File: src/rtl/conv_mac_pkg.sv
// Shared types, default widths and requantisation helpers for the conv MAC pipeline.
package conv_mac_pkg;

    localparam int DEF_A_W       = 16;
    localparam int DEF_B_W       = 8;
    localparam int DEF_NUM_STAGE = 2;
    localparam int DEF_ACC_W     = 32;
    localparam int DEF_SHIFT     = 8;
    localparam int DEF_OUT_W     = 16;

    // Working width for requantisation. It is wide enough that the rounding
    // bias can never overflow an accumulator narrower than this.
    localparam int CALC_W = 64;

    // Sideband carried alongside each product through the multiplier stages.
    typedef struct packed {
        logic valid;
        logic first;
        logic last;
    } mac_tag_t;

    typedef struct packed {
        logic                     sat;
        logic signed [CALC_W-1:0] value;
    } sat_res_t;

    // Add half an LSB of the result, then arithmetic shift.
    // The net effect is round half toward +inf.
    function automatic logic signed [CALC_W-1:0] round_shift(
        input logic signed [CALC_W-1:0] value,
        input int                       shift
    );
        logic signed [CALC_W-1:0] bias;
        bias = '0;
        if (shift > 0) begin
            bias = 64'sd1 <<< (shift - 1);
        end
        return (value + bias) >>> shift;
    endfunction

    // Clamp to the signed out_w-bit range and flag whether clamping happened.
    function automatic sat_res_t saturate(
        input logic signed [CALC_W-1:0] value,
        input int                       out_w
    );
        logic signed [CALC_W-1:0] max_v;
        logic signed [CALC_W-1:0] min_v;
        sat_res_t                 res;
        max_v     = (64'sd1 <<< (out_w - 1)) - 64'sd1;
        min_v     = -(64'sd1 <<< (out_w - 1));
        res.sat   = 1'b0;
        res.value = value;
        if (value > max_v) begin
            res.value = max_v;
            res.sat   = 1'b1;
        end else if (value < min_v) begin
            res.value = min_v;
            res.sat   = 1'b1;
        end
        return res;
    endfunction

endpackage

File: src/rtl/conv_mac_pipe_if.sv
// Beat/result stream bundle between line buffers, the MAC, and the output stream.
interface conv_mac_pipe_if
    import conv_mac_pkg::*;
#(
    parameter int A_W   = DEF_A_W,
    parameter int B_W   = DEF_B_W,
    parameter int OUT_W = DEF_OUT_W
);
    logic                    in_valid;
    logic                    in_ready;
    logic signed [A_W-1:0]   din0;
    logic signed [B_W-1:0]   din1;
    logic                    in_first;
    logic                    in_last;
    logic                    out_valid;
    logic                    out_ready;
    logic signed [OUT_W-1:0] dout;
    logic                    out_sat;

    // Producer of beats and consumer of results.
    modport master (
        output in_valid, din0, din1, in_first, in_last, out_ready,
        input  in_ready, out_valid, dout, out_sat
    );

    // The MAC itself.
    modport slave (
        input  in_valid, din0, din1, in_first, in_last, out_ready,
        output in_ready, out_valid, dout, out_sat
    );
endinterface

File: src/rtl/conv_mac_mul_pipe.sv
// Full-precision signed multiply followed by NUM_STAGE enable-gated registers.
// The window tags travel with each product through the stages.
module conv_mac_mul_pipe
    import conv_mac_pkg::*;
#(
    parameter int A_W       = DEF_A_W,
    parameter int B_W       = DEF_B_W,
    parameter int ACC_W     = DEF_ACC_W,
    parameter int NUM_STAGE = DEF_NUM_STAGE
) (
    input  logic                    clk,
    input  logic                    reset,
    input  logic                    en,
    input  logic signed [A_W-1:0]   i_a,
    input  logic signed [B_W-1:0]   i_b,
    input  mac_tag_t                i_tag,
    output logic signed [ACC_W-1:0] o_prod,
    output mac_tag_t                o_tag
);
    localparam int P_W = A_W + B_W;

    logic signed [P_W-1:0]   w_prod_full;
    logic signed [ACC_W-1:0] w_prod_ext;

    // Both operands are widened before the multiply, so the product is exact.
    assign w_prod_full = P_W'(i_a) * P_W'(i_b);
    assign w_prod_ext  = ACC_W'(w_prod_full);

    for (genvar gi = 0; gi < NUM_STAGE; gi++) begin : g_stage
        logic signed [ACC_W-1:0] r_prod;
        mac_tag_t                r_tag;

        if (gi == 0) begin : g_head
            // Capture the fresh product and its tag when the pipeline advances.
            always_ff @(posedge clk) begin
                if (reset) begin
                    r_prod <= '0;
                    r_tag  <= '0;
                end else if (en) begin
                    r_prod <= w_prod_ext;
                    r_tag  <= i_tag;
                end
            end
        end else begin : g_body
            // Shift the previous stage forward when the pipeline advances.
            always_ff @(posedge clk) begin
                if (reset) begin
                    r_prod <= '0;
                    r_tag  <= '0;
                end else if (en) begin
                    r_prod <= g_stage[gi-1].r_prod;
                    r_tag  <= g_stage[gi-1].r_tag;
                end
            end
        end
    end

    assign o_prod = g_stage[NUM_STAGE-1].r_prod;
    assign o_tag  = g_stage[NUM_STAGE-1].r_tag;

endmodule

File: src/rtl/conv_mac_pipe.sv
// Pipelined signed MAC for convolution windows.
// It multiplies, accumulates over a first..last window, then rounds, shifts and saturates.
// A result is held in the output register until the consumer accepts it.
module conv_mac_pipe
    import conv_mac_pkg::*;
#(
    parameter int ID        = 1,
    parameter int A_W       = DEF_A_W,
    parameter int B_W       = DEF_B_W,
    parameter int NUM_STAGE = DEF_NUM_STAGE,
    parameter int ACC_W     = DEF_ACC_W,
    parameter int SHIFT     = DEF_SHIFT,
    parameter int OUT_W     = DEF_OUT_W
) (
    input  logic            clk,
    input  logic            reset,
    input  logic            ce,
    conv_mac_pipe_if.slave  bus
);
    // Reject configurations the datapath cannot represent.
    if (NUM_STAGE < 1) begin : g_bad_stage
        $error("conv_mac_pipe: NUM_STAGE must be at least 1");
    end
    if (ACC_W < A_W + B_W || ACC_W >= CALC_W) begin : g_bad_acc
        $error("conv_mac_pipe: ACC_W out of range");
    end
    if (SHIFT < 0 || SHIFT >= ACC_W) begin : g_bad_shift
        $error("conv_mac_pipe: SHIFT out of range");
    end
    if (OUT_W < 2 || OUT_W >= CALC_W) begin : g_bad_out
        $error("conv_mac_pipe: OUT_W out of range");
    end
    if (ID < 0) begin : g_bad_id
        $error("conv_mac_pipe: ID must be non-negative");
    end

    logic                    w_en;
    logic                    w_load;
    mac_tag_t                w_in_tag;
    mac_tag_t                w_pipe_tag;
    logic signed [ACC_W-1:0] w_pipe_prod;
    logic signed [ACC_W-1:0] w_acc_next;
    sat_res_t                w_sat;
    logic                    w_unused_bits;

    logic signed [ACC_W-1:0] r_acc;
    logic signed [OUT_W-1:0] r_dout;
    logic                    r_out_valid;
    logic                    r_out_sat;

    // The whole datapath advances together.
    // It stops on clock enable, or while a result waits on the consumer.
    assign w_en        = ce && (!r_out_valid || bus.out_ready);
    assign bus.in_ready = w_en;

    // Build the tag for the incoming beat. Valid is set only if the beat is accepted.
    always_comb begin
        w_in_tag       = '0;
        w_in_tag.valid = bus.in_valid && w_en;
        w_in_tag.first = bus.in_first;
        w_in_tag.last  = bus.in_last;
    end

    conv_mac_mul_pipe #(
        .A_W       (A_W),
        .B_W       (B_W),
        .ACC_W     (ACC_W),
        .NUM_STAGE (NUM_STAGE)
    ) u_mul (
        .clk    (clk),
        .reset  (reset),
        .en     (w_en),
        .i_a    (bus.din0),
        .i_b    (bus.din1),
        .i_tag  (w_in_tag),
        .o_prod (w_pipe_prod),
        .o_tag  (w_pipe_tag)
    );

    // Next accumulator value and its requantised, saturated form.
    // A first beat restarts the sum; the ACC_W-bit add wraps.
    always_comb begin
        w_acc_next = w_pipe_tag.first ? w_pipe_prod : r_acc + w_pipe_prod;
        w_sat      = saturate(round_shift(CALC_W'(w_acc_next), SHIFT), OUT_W);
    end

    assign w_load        = w_en && w_pipe_tag.valid && w_pipe_tag.last;
    assign w_unused_bits = &{1'b0, w_sat.value[CALC_W-1:OUT_W]};

    // The accumulator moves only when a valid product reaches the end of the multiplier.
    always_ff @(posedge clk) begin
        if (reset) begin
            r_acc <= '0;
        end else if (w_en && w_pipe_tag.valid) begin
            r_acc <= w_acc_next;
        end
    end

    // Output register logic:
    // - A load takes priority and also keeps out_valid set when the old result is being consumed.
    // - Otherwise out_valid clears when the consumer accepts the result.
    always_ff @(posedge clk) begin
        if (reset) begin
            r_out_valid <= 1'b0;
            r_out_sat   <= 1'b0;
            r_dout      <= '0;
        end else if (w_en) begin
            if (w_load) begin
                r_out_valid <= 1'b1;
                r_out_sat   <= w_sat.sat;
                r_dout      <= w_sat.value[OUT_W-1:0];
            end else if (r_out_valid) begin
                r_out_valid <= 1'b0;
            end
        end
    end

    assign bus.out_valid = r_out_valid;
    assign bus.dout      = r_dout;
    assign bus.out_sat   = r_out_sat;

endmodule
File: src/flat_wrapper.sv
// flat-port wrapper written by rule: the top's interface ports become plain ports
module conv_mac_pipe_flat import conv_mac_pkg::*;
#(
    parameter int ID        = 1,
    parameter int A_W       = DEF_A_W,
    parameter int B_W       = DEF_B_W,
    parameter int NUM_STAGE = DEF_NUM_STAGE,
    parameter int ACC_W     = DEF_ACC_W,
    parameter int SHIFT     = DEF_SHIFT,
    parameter int OUT_W     = DEF_OUT_W
)
  (clk, reset, ce, bus_in_valid, bus_din0, bus_din1, bus_in_first, bus_in_last, bus_out_ready, bus_in_ready, bus_out_valid, bus_dout, bus_out_sat);
  conv_mac_pipe_if #(.A_W(A_W), .B_W(B_W), .OUT_W(OUT_W)) bus_i ();
  input  logic clk;
  input  logic reset;
  input  logic ce;
  input wire logic [$bits(bus_i.in_valid)-1:0] bus_in_valid;
  input wire logic [$bits(bus_i.din0)-1:0] bus_din0;
  input wire logic [$bits(bus_i.din1)-1:0] bus_din1;
  input wire logic [$bits(bus_i.in_first)-1:0] bus_in_first;
  input wire logic [$bits(bus_i.in_last)-1:0] bus_in_last;
  input wire logic [$bits(bus_i.out_ready)-1:0] bus_out_ready;
  output wire logic [$bits(bus_i.in_ready)-1:0] bus_in_ready;
  output wire logic [$bits(bus_i.out_valid)-1:0] bus_out_valid;
  output wire logic [$bits(bus_i.dout)-1:0] bus_dout;
  output wire logic [$bits(bus_i.out_sat)-1:0] bus_out_sat;
  assign bus_i.in_valid = bus_in_valid;
  assign bus_i.din0 = bus_din0;
  assign bus_i.din1 = bus_din1;
  assign bus_i.in_first = bus_in_first;
  assign bus_i.in_last = bus_in_last;
  assign bus_i.out_ready = bus_out_ready;
  assign bus_in_ready = bus_i.in_ready;
  assign bus_out_valid = bus_i.out_valid;
  assign bus_dout = bus_i.dout;
  assign bus_out_sat = bus_i.out_sat;
  conv_mac_pipe #(.ID(ID), .A_W(A_W), .B_W(B_W), .NUM_STAGE(NUM_STAGE), .ACC_W(ACC_W), .SHIFT(SHIFT), .OUT_W(OUT_W)) u_core (.clk(clk), .reset(reset), .ce(ce), .bus(bus_i));
endmodule
File: config.mk
export PLATFORM = sky130hd
export DESIGN_NAME = conv_mac_pipe_flat
export DESIGN_NICKNAME = d
export VERILOG_FILES = /design/src/rtl/conv_mac_pkg.sv /design/src/rtl/conv_mac_pipe_if.sv /design/src/rtl/conv_mac_mul_pipe.sv /design/src/rtl/conv_mac_pipe.sv /design/src/flat_wrapper.sv
export SDC_FILE = /design/constraint.sdc
export NUM_CORES = 1
export LEC_CHECK = 0
export CAP_MARGIN = 20
export CORE_AREA = 2 2 181 165
export CTS_BUF_LIST = sky130_fd_sc_hd__clkbuf_8
export CTS_CLUSTER_SIZE = 10
export DETAILED_ROUTE_END_ITERATION = 6
export DIE_AREA = 0 0 183 167
export PLACE_DENSITY = 0.68
export SYNTH_ARGS = -nofsm -noshare
export SYNTH_HDL_FRONTEND = slang
export SYNTH_SLANG_ARGS = --single-unit
File: constraint.sdc
create_clock -name clk -period 6.2 [get_ports clk]
set_input_delay 1.55 -clock clk [delete_from_list [all_inputs] [get_ports clk]]
set_output_delay 1.55 -clock clk [all_outputs]
set_load 0.005 [all_outputs]
# Word level (Yosys, flattened, before mapping)
# Index checks and enable logic that the tools add are counted.
[classes] add_sub_neg=2 multipliers=1 magnitude_cmp=2 mux=4 reduce_logical=7
[ops] operator="2-to-1 mux 65 bit" n=2
[ops] operator="adder 32 x 9 -> 33 bit (second input constant)" n=1
[ops] operator="adder 32 x 24 -> 32 bit" n=1
[ops] operator="2-to-1 mux 32 bit" n=1
[ops] operator="> comparator 25 x 16 -> 1 bit (second input constant)" n=1
[ops] operator="< comparator 25 x 16 -> 1 bit (second input constant)" n=1
[ops] operator="multiplier 16 x 8 -> 24 bit" n=1
[ops] operator="logical AND 1 bit" n=4
[ops] operator="AND reduction 2 bit" n=1
[ops] operator="zero test 1 bit" n=1
[ops] operator="logical OR 1 bit" n=1
[ops] operator="2-to-1 mux 1 bit" n=1
[word_totals] regBits=104 in_bits=31 output_inout_bits=19 word_cells=28

# Logic depth before layout (Yosys ltp)
# Gate-level depths: netlist of the first run.
[depth] word_depth=6 depth_mapped=24 ltp_nobuf=23

# Cells and area by module
# Synthesis of the first run repeated with hierarchy kept, for this count alone.
[unflattened] cells_unflattened=1433 hier_area_um2=11711.2
[by_module_without_submodules] module="conv_mac_mul_pipe" instances=1 cells_each=744 area_per_inst_um2=6696.4 seq_area_each_um2=1081.0
[by_module_without_submodules] module="conv_mac_pipe" instances=1 cells_each=689 area_per_inst_um2=5014.8 seq_area_each_um2=1001.0

# Worst setup path before layout of the first run
# Ideal clock, no wire load.
[synth_timing] path_kind="input-to-reg" start="in bus_din1[7]" end="reg u_core.u_mul.g_stage[0].r_prod[23] (netlist name)" setup_time_ps=86 t_arrival_ps=6423 required_ps=6114 slack_ps=-308 stages=20 path_buffers=1 cell_sequence="clkbuf_1 > nand2b_1 > fa_1 > fa_1 > inv_1 > fa_1 > fa_1 > ha_1 > inv_1 > o21ai_0 > a21oi_1 > o21ai_0 > a211oi_1 > o21a_1 > nor3_1 > a41o_1 > o41a_1 > a31oi_1 > xnor2_1 > a211oi_1"
[synth_via] elab_chain_len=1
[synth_lines] element="start: declaration" line_no="flat_wrapper.sv:19" source="input wire logic [$bits(bus_i.din1)-1:0] bus_din1;"
[synth_lines] element="multiplier 16 x 8 -> 24 bit" line_no="conv_mac_mul_pipe.sv:26" source="assign w_prod_full = P_W'(i_a) * P_W'(i_b);"
# Every way passes these cells.
# A chain may end at the register's enable or synchronous reset.

# Worst setup path in the final report of the first run
[layout_timing] start="in bus_din1[2]" end="reg u_core.u_mul.g_stage[0].r_prod[22]"
[layout_via] elab_chain_len=1
[layout_lines] element="multiplier 16 x 8 -> 24 bit" line_no="conv_mac_mul_pipe.sv:26"
[layout_lines] element="end signal: assignment" line_no="conv_mac_mul_pipe.sv:40" source="r_prod <= w_prod_ext;"
[layout_lines] element="end: declaration" line_no="conv_mac_mul_pipe.sv:30" source="logic signed [ACC_W-1:0] r_prod;"
# Every way passes these cells.

==> reports/summary.md, run 1 <==
After synthesis, the mean cell area works out to 7.994 µm². Routability-driven placement finished with a final weighted congestion of 0.9131. During synthesis, Yosys emitted a total of 0 warnings.

The tools report the total via count in the routed design as 10186. The tools report the number of buffers inserted by hold repair at cts as 0. The clock net in this run drives a total of 104 sinks. The share of total power dissipated in the clock network is 12.5%. At the worst endpoint, the arrival time is 6.39 ns. The simple-gate portion of the synthesized area is 23.87%, and the sequential cell area fraction in the yosys report is 18.33%. The power density over cell area was 295.2 nW/µm²; the fraction of post-synthesis cell area in the top cell type by area was 18.33%. The first routing iteration left 652 violations. The tool flagged a number of max-cap violations equal to 0. The worst register-to-register path begins at u_core.u_mul.o_prod[1]. In the routed design, unresolved DRC markers number 0. The number of nets handed over by synthesis was 1633. The initial cell density of the core was 39.66%; the number of hold violations in the final report was 0. Type of the tightest min-delay check: flop to flop.

The count of inserted antenna diode cells came out at 0. Counting flops and latches in the post-synthesis netlist gives 104. Combinational logic burns 67.3% of the power. The worst hold path depth came out at 2. Compared with the post-synthesis result, the final layout area differs by 15.41%. At the worst endpoint, the required time is 6.53 ns. TritonCTS built the clock tree. Entering global routing, the biggest net connects 98 pins.

The tools report the detailed placer's ending HPWL as 22.72 mm. The logs give 28640 µm² for the placeable core region and 0.4414 ns for the final hold slack. The count of input and output buffers is 49. Along the worst path, the maximum fanout reaches 7. Timing would allow up to 165.1 MHz. Overall power consumption after layout is estimated at 3870 µW. Summed over all nets, the switching power comes to 1608 µW. The worst setup path is of the primary input to flop kind. Master of the slowest instance on the critical path: fa_1.

The synthesized design contains 0 enable-type register cells. For this run, the detailed router's first-pass iteration total came to 5. In the finished design, the share of the clock period the worst path needs comes to 97.70%. The final number of max-transition violations is 0.

Pin placement for this block handled 50 I/O pins. The number of nets in the layout was 1715. dfxtp_1 takes more of the synthesized area than any other cell. The worst hold path terminates at u_core.u_mul.o_prod[19]. The setup check on the worst reg-to-reg path leaves a slack of 0.82 ns. Most numerous cell on the critical path: fa_1. In the post-synthesis netlist, the biggest area contributors are dfxtp_1 (18%), fa_1 (18%), ha_1 (8.5%). In this run the most used layer during global routing was met2. Summed instance area of the synthesized netlist: 11360 µm².

For the final routed database, the setup TNS stands at 0 ns. The tools report the met1 demand-to-capacity share in global routing as 26.57%. The critical path launch point type was a primary input. Measured in cells, the most critical reg-to-reg path has a length of 16. The combinational family with the most area after synthesis was adder cells. Global routing consumed, on the met3 layer, 1.968% of the routing resources. The floorplan step defined a die boundary enclosing 30560 µm². The synthesized netlist devotes 18.97% of its cell area to compound gates. TritonCTS created 9 clock buffers. The run finished with clean final reports. Grouping stages by cell kind, the critical path spends the most delay in adder cells. In this design, the stage delay of the slowest critical-path cell is 0.57 ns. In the synthesized netlist, mux cells make up 1.443% of the area. Walking the worst path, the cells encountered are clkbuf_2, and2_1, fa_1, fa_1, fa_1, fa_1, ha_1, a21boi_4, o21ai_2, a21boi_2, o21ai_2, a21boi_2, o31a_1, o41ai_4, o21ai_2, o41ai_2, buf_4, nand4b_1, nand3_1. The adder-cell share of the synthesized area came out at 26.81%. The internal power consumption was 2262 µW; the overall global routing resource usage was 19.43%. Post-synthesis async set-or-reset flop share: 0%. IR analysis of the VDD net gives a maximum drop of 190.2 µV.

The commonest register cell after synthesis was dfxtp_1. At the pin with the least slew margin, the transition time is 1.031 ns. Using the TritonRoute via totals, the vias-per-cell ratio works out to 5.435. Leaving out filler cells and counting taps, the final layout contains 1874.

The final period demand of the worst path works out to 6.058 ns. After Yosys synthesis, XOR and XNOR cells account for 3.624% of the synthesized area. The critical path contains buffers and inverters numbering 2 combined. In this run the most critical hold path is launched from u_core.u_mul.g_stage[0].r_prod[19].

Summed over all layers, the routed wires come to 29.58 mm. In the global route stage, met2 resource usage came out at 33.28%. In the synthesized netlist, the number of instances is 1421. The number of placement rows was 59; the number of instances in the placed design was 1833. The remaining global-route overflow is 0, and the fraction of layout instances using a drive strength above 1 is 13.40%.

The analysis attributes to cell leakage a power of 0.005719 µW. The sequential fraction of design power is 20.3%, and the mean routed wirelength per cell is 15.78 µm. The run gives 0.39 ns as the clock latency on the worst-skew pair.

The run gives 9894 as the number of global-route vias before repair. The detail route stage leaves a number of antenna-violating nets equal to 0. STA classifies the critical path endpoint as a flop. The worst register-to-register path ends at u_core.bus.dout[0]. In this run switching power makes up 41.54% of total power. The clock tree synthesis step divided the H-tree into 3 levels. For the global-route wire length before repair, the log shows 49.31 mm. Setup violations remaining at the end of the flow were counted as 0. For the final database, setup skew stands at 0.02918 ns. The run gives 0 as the number of antenna violations at the first check in global routing. Library cell used as clock root buffer: clkbuf_8.

The die outline width was 183 µm. For the clock tree buffer depth, the log shows 2. The floorplan die height is 167 µm.

The count of different cell masters after synthesis is 86, and the clock-pin transition on the worst setup and hold timing paths is 0.13 ns. The remaining max-slew budget at the tightest pin is 31.28%.
-- what timing repair did --
action / CTS / global route
gates cloned: 0 / 0
endpoints found under the setup margin: 7 / 7
buffers inserted: 20 / 5
pin swaps: 33 / 30
endpoints found under the hold margin: 0 / 0
gates resized for setup: 33 / 71
-- cells in the mapped netlist, types with 4 or more instances --
| cell type | n |
|---|---|
| a2111oi_0 | 5 |
| a211o_1 | 4 |
| a211oi_1 | 28 |
| a21boi_0 | 4 |
| a21o_1 | 18 |
| a21oi_1 | 109 |
| a221oi_1 | 4 |
| a31o_2 | 4 |
| a31oi_1 | 4 |
| a41o_1 | 4 |
| a41oi_1 | 5 |
| and2_1 | 91 |
| and3_1 | 10 |
| clkbuf_1 | 63 |
| dfxtp_1 | 104 |
| fa_1 | 104 |
| ha_1 | 77 |
| inv_1 | 130 |
| mux2i_1 | 13 |
| nand2_1 | 209 |
| nand2b_1 | 18 |
| nand3_1 | 30 |
| nand4_1 | 13 |
| nor2_1 | 110 |
| nor2b_1 | 6 |
| nor3_1 | 34 |
| o2111ai_1 | 6 |
| o211ai_1 | 14 |
| o211ai_2 | 10 |
| o21a_1 | 8 |
| o21ai_0 | 31 |
| o21ai_1 | 5 |
| o21bai_1 | 4 |
| o31a_1 | 5 |
| o31ai_1 | 8 |
| or3_1 | 4 |
| or4_1 | 4 |
| xnor2_1 | 35 |
| xor2_1 | 12 |
-- worst max path at each step --
stage	cells past startpoint	start	to	slack (ns)
finish	19	bus_din1[2]	u_core.u_mul.g_stage[0].r_prod[22]	0.14
global route	19	bus_din1[2]	u_core.u_mul.g_stage[0].r_prod[22]	-0.04
CTS	22	bus_din0[1]	u_core.u_mul.g_stage[0].r_prod[23]	0.003
detailed placement	22	bus_din0[2]	u_core.u_mul.g_stage[0].r_prod[22]	-0.85
global placement	22	bus_din0[1]	u_core.u_mul.g_stage[0].r_prod[22]	-0.71
floorplan	24	bus_din1[1]	u_core.u_mul.g_stage[0].r_prod[23]	-0.001
-- layout make-up --
cell class / instances / area [µm²]
clock inverter: 7 / 97.59
fill: 2806 / 15530
tap: 366 / 457.9
sequential: 104 / 2083
multi-input combinational: 1114 / 8716
timing repair buffer: 142 / 1136
inverter: 132 / 495.5
clock buffer: 9 / 123.9
-- power by group through the flow --
stage	registers [µW]	clock network, µW	logic, µW
6_report	784	482	2600
3_3_place_gp	798	0	2150
2_1_floorplan	781	0	1580
5_1_grt	793	514	2920
3_5_place_dp	799	0	2180
4_1_cts	784	486	2400
-- layer usage --
layer	wire length, µm	share of wire (%)
met4	484	1.6
met2	14160	48
met5	0	0
met3	1317	4.5
met1	13620	46
-- kinds of logic after synthesis --
kind of cell               after synthesis
xor gates and xnor gates                47
and+or+nand+nor                        559
DFF                                    104
muxes                                   16
AOI/OAI and AO/OA                      311
buffers and inverters                  203
adders and majority gates              181
-- placed cells by master, fill, tap and decap left out, types with 25 or more instances in the layout --
cell type,count
ha_1,71
o21ai_0,25
nor3_1,32
a211oi_1,27
inv_1,123
xnor2_1,35
fa_1,102
and2_1,86
buf_4,94
nand2_1,209
a21oi_1,106
nand3_1,30
dfxtp_1,103
nor2_1,110
clkdlybuf4s50_1,30
-- stage by stage --
| stage | util [%] | area [µm²] | worst slack, ns |
|---|---|---|---|
| 2_1_floorplan | - | 11430 | -0.001403 |
| 3_3_place_gp | 43.93 | 12580 | -0.7080 |
| 3_5_place_dp | 43.93 | 12580 | -0.8524 |
| 4_1_cts | 45.38 | 13000 | 0.003314 |
| 5_1_grt | 45.77 | 13110 | -0.03900 |
| 6_report | 45.77 | 13110 | 0.1424 |
-- worst reg2reg max path: cells and delay by family (launching register included) --
family,cells,cell delay [ns]
AND/OR/NAND/NOR,6,1.92
adder cells (fa/ha/maj),2,0.61
flip-flops,1,0.43
AO/OA/AOI/OAI,8,2.37
-- flip-flops by register name (all words and copies together), names as in the netlist --
signal	cells
u_core.u_mul.g_stage.r_prod	24
u_core.u_mul.o_tag	3
u_core.bus.out_sat	1
u_core.bus.out_valid	1
u_core.u_mul.g_stage.r_tag	3
u_core.bus.dout	16
u_core.u_mul.o_prod	24
u_core.r_acc	32
Note: power is estimated with default switching activity, not from simulation.
==> inputs of run 2 (changes only) <==
TNS_END_PERCENT = 30   (was default)
==> results of run 2 <==
The final DEF is identical to that of run 1; final timing and power are the same.
==> inputs of run 3 (changes only) <==
CORE_AREA = 2 2 164 182   (was 2 2 181 165)
DIE_AREA = 0 0 166 184   (was 0 0 183 167)
==> run 3 against run 2 <==
Setup slack improved by 0.0064 ns. First-iteration DRC count decreased by 7.8%. Final area decreased by 0.57%. Combinational power decreased by 3%. Clock skew decreased by 0.0071 ns. Cell count decreased by 0.27%. Sequential power about the same. Sequential cell count unchanged. Clock power decreased by 5.2%. Sequential share of layout area increased by 0.092 points. Largest power group unchanged. Highest routed layer unchanged.
==> reports/summary.md, run 3 (same netlist as run 1, synthesis figures left out) <==
The logs give 164.7 µV (-13%) for the maximum ir drop on the vdd rail and 65 (+10%) for the number of placement rows. Fraction of layout instances using a drive strength above 1: 12.46% (-0.94 points). The tools report the clock latency on the worst-skew pair as 0.40 ns (about the same).

The final period demand of the worst path works out to 6.051 ns (-0.006424 ns). Register bank with the most flops: u_core.r_acc. The pin count of the biggest net entering global routing came out at 90 (-8.2%). The number of global-route vias before repair came out at 9934 (+0.40%).

The worst setup path is captured at a flop. The tools report the fmax as 165.3 MHz (+0.11%). The total via count in the routed design is 10148 (-0.37%).

Placeable core region: 28550 µm² (-0.34%). The number of buffers inserted by hold repair at cts is 0 (unchanged). The final number of max-transition violations was 0 (unchanged); the clock tree buffer depth was 2 (unchanged).

The required time reported for the critical path endpoint came out at 6.52 ns (about the same). The first-iteration detailed-routing DRC count was 601 (-7.8%). TritonCTS built the clock tree. The count of input and output buffers was 49 (unchanged); the floorplan die height was 184 µm (+10%). The number of instances in the placed design is 1842 (+0.49%), and the number of remaining DRC errors is 0 (unchanged).

For the number of hold violations in the final report, the log shows 0 (unchanged). The TritonCTS buffer count was 9 (unchanged). The tools report the number of setup violations in the final report as 0 (unchanged). The logs give -0.8530 ns (-0.0005520 ns) for the worst setup timing slack at the placement stage and 6.37 ns (-0.02 ns) for the signal arrival time at the worst endpoint.

The number of antenna violations at the first check in global routing came out at 0 (unchanged). The tools report the critical path launch point type as a primary input. The leakage dissipation was 0.005670 µW (-0.85%); the period utilization was 97.60% (-0.10 points). The pin slew with the least headroom to its limit is 0.9666 ns (-0.06421 ns). The largest driver fanout on the critical path came out at 4 (-3). Number of antenna-violating nets in the routed design: 0 (unchanged). The run gives 30540 µm² (about the same) as the die area. The length of the first detailed-routing pass in iterations is 5 (unchanged).

The run finished with clean final reports. Global-route wire length before repair: 49.18 mm (-0.27%). The count of H-tree levels built during CTS was 3 (unchanged). Power consumption: 3749 µW (-3.1%). The mean routed wirelength per cell was 15.80 µm (about the same).

The critical path is of the primary input to flop type. The die outline width came out at 166 µm (-9.3%). Leaving out fill and tap cells, the most frequent cells in the layout are nand2_1 (209), inv_1 (127), nor2_1 (109).

The clock skew after layout was 0.02207 ns (-0.007117 ns). The number of clock sinks seen by CTS came out at 104 (unchanged). Number of standard cells in the final layout excluding fillers: 1869 (-0.27%).

The type of the tightest min-delay check is flop to flop. Mean number of vias per cell: 5.430 (-0.11%). The run gives 19.27% (-0.16 points) as the overall global routing resource usage. The library cell used most frequently in the layout, excluding fill and tap cells, is nand2_1.

The number of nets in the layout is 1708 (-0.41%), and the slack of the critical path is 0.1488 ns (+0.006424 ns). The remaining max-slew budget at the tightest pin was 35.44% (+4.2 points); the number of flip-flops in the largest register was 32 (unchanged). The run gives 0.9274 (+1.6%) as the global placement routability congestion. The tools report the final hold slack as 0.4560 ns (+0.01466 ns). The run gives 23.00 mm (+1.3%) as the detailed placer's ending HPWL. For the final routed wirelength across all metal layers, the log shows 29.52 mm (-0.19%). The total I/O pin count was 50 (unchanged); the clock-pin transition on the worst setup and hold timing paths was 0.11 ns (-0.02 ns). The count of maximum capacitance violations was 0 (unchanged); the initial cell density of the core was 39.79% (+0.13 points).

The run gives 0 (unchanged) as the remaining global-route overflow. The power density over cell area was 287.6 nW/µm² (-2.6%). Compared with the post-synthesis result, the final layout area differs by 14.75%. Library cell used as clock root buffer: clkbuf_8.

The count of inserted antenna diode cells was 0 (unchanged).
run 3: layout make-up:
cell class / instances / area [µm²]
inverter: 132 / 495.5
clock inverter: 7 / 91.34
tap: 368 / 460.4
multi-input combinational: 1114 / 8695
fill: 2769 / 15510
clock buffer: 9 / 123.9
sequential: 104 / 2083
timing repair buffer: 135 / 1086
run 3: what timing repair did:
action / in CTS / in global routing
resized for setup: 25 / 52
pin swaps: 14 / 30
setup endpoints to repair: 7 / 8
buffers inserted: 9 / 2
run 3: final timing paths:
check,from,end,slack [ns],depth (start not counted)
hold / removal,u_core.u_mul.g_stage[0].r_prod[19],u_core.u_mul.o_prod[19],0.46,2
hold reg to reg,u_core.u_mul.g_stage[0].r_prod[19],u_core.u_mul.o_prod[19],0.46,2
setup / recovery,bus_din0[0],u_core.u_mul.g_stage[0].r_prod[15],0.15,25
setup reg to reg,u_core.u_mul.o_prod[0],u_core.bus.dout[0],0.80,18
run 3: critical path, cell delays in order:
cell	delay, ns
dlygate4sd2_1	0.27
nand2b_1	0.18
fa_1	0.47
fa_1	0.54
inv_1	0.05
fa_1	0.45
fa_1	0.52
ha_4	0.31
inv_1	0.06
o21ai_2	0.15
a21oi_2	0.08
o21ai_2	0.19
a211oi_4	0.09
buf_4	0.14
buf_4	0.12
buf_4	0.12
buf_4	0.12
buf_4	0.12
buf_4	0.13
buf_4	0.13
o21bai_1	0.14
a21oi_1	0.09
xnor2_1	0.13
nand2_1	0.06
a21oi_1	0.15
run 3: metrics by stage:
stage / TNS [ns] / utilization (%) / cell area (µm²)
after floorplan: -0.001403 / - / 11430
after global placement: -4.275 / 44.24 / 12630
after detailed placement: -4.937 / 44.27 / 12640
after CTS: 0 / 45.26 / 12920
after global routing: -0.05399 / 45.66 / 13040
final: 0 / 45.66 / 13040
run 3: power breakdown:
group          switching (µW)  internal [µW]
sequential               46.6            735
combinational            1220           1290
clock                     292            166
total                    1560           2190
run 3: routing by layer:
metal | wire length (µm) | part of all wire, % | up-vias | global-route usage, %
li1 | - | - | 4985 | -
met1 | 13780 | 47 | 4819 | 25.92
met2 | 13690 | 46 | 278 | 32.80
met3 | 1115 | 3.8 | 66 | 1.442
met4 | 938 | 3.2 | 0 | 6.713
met5 | 0 | 0 | - | 0
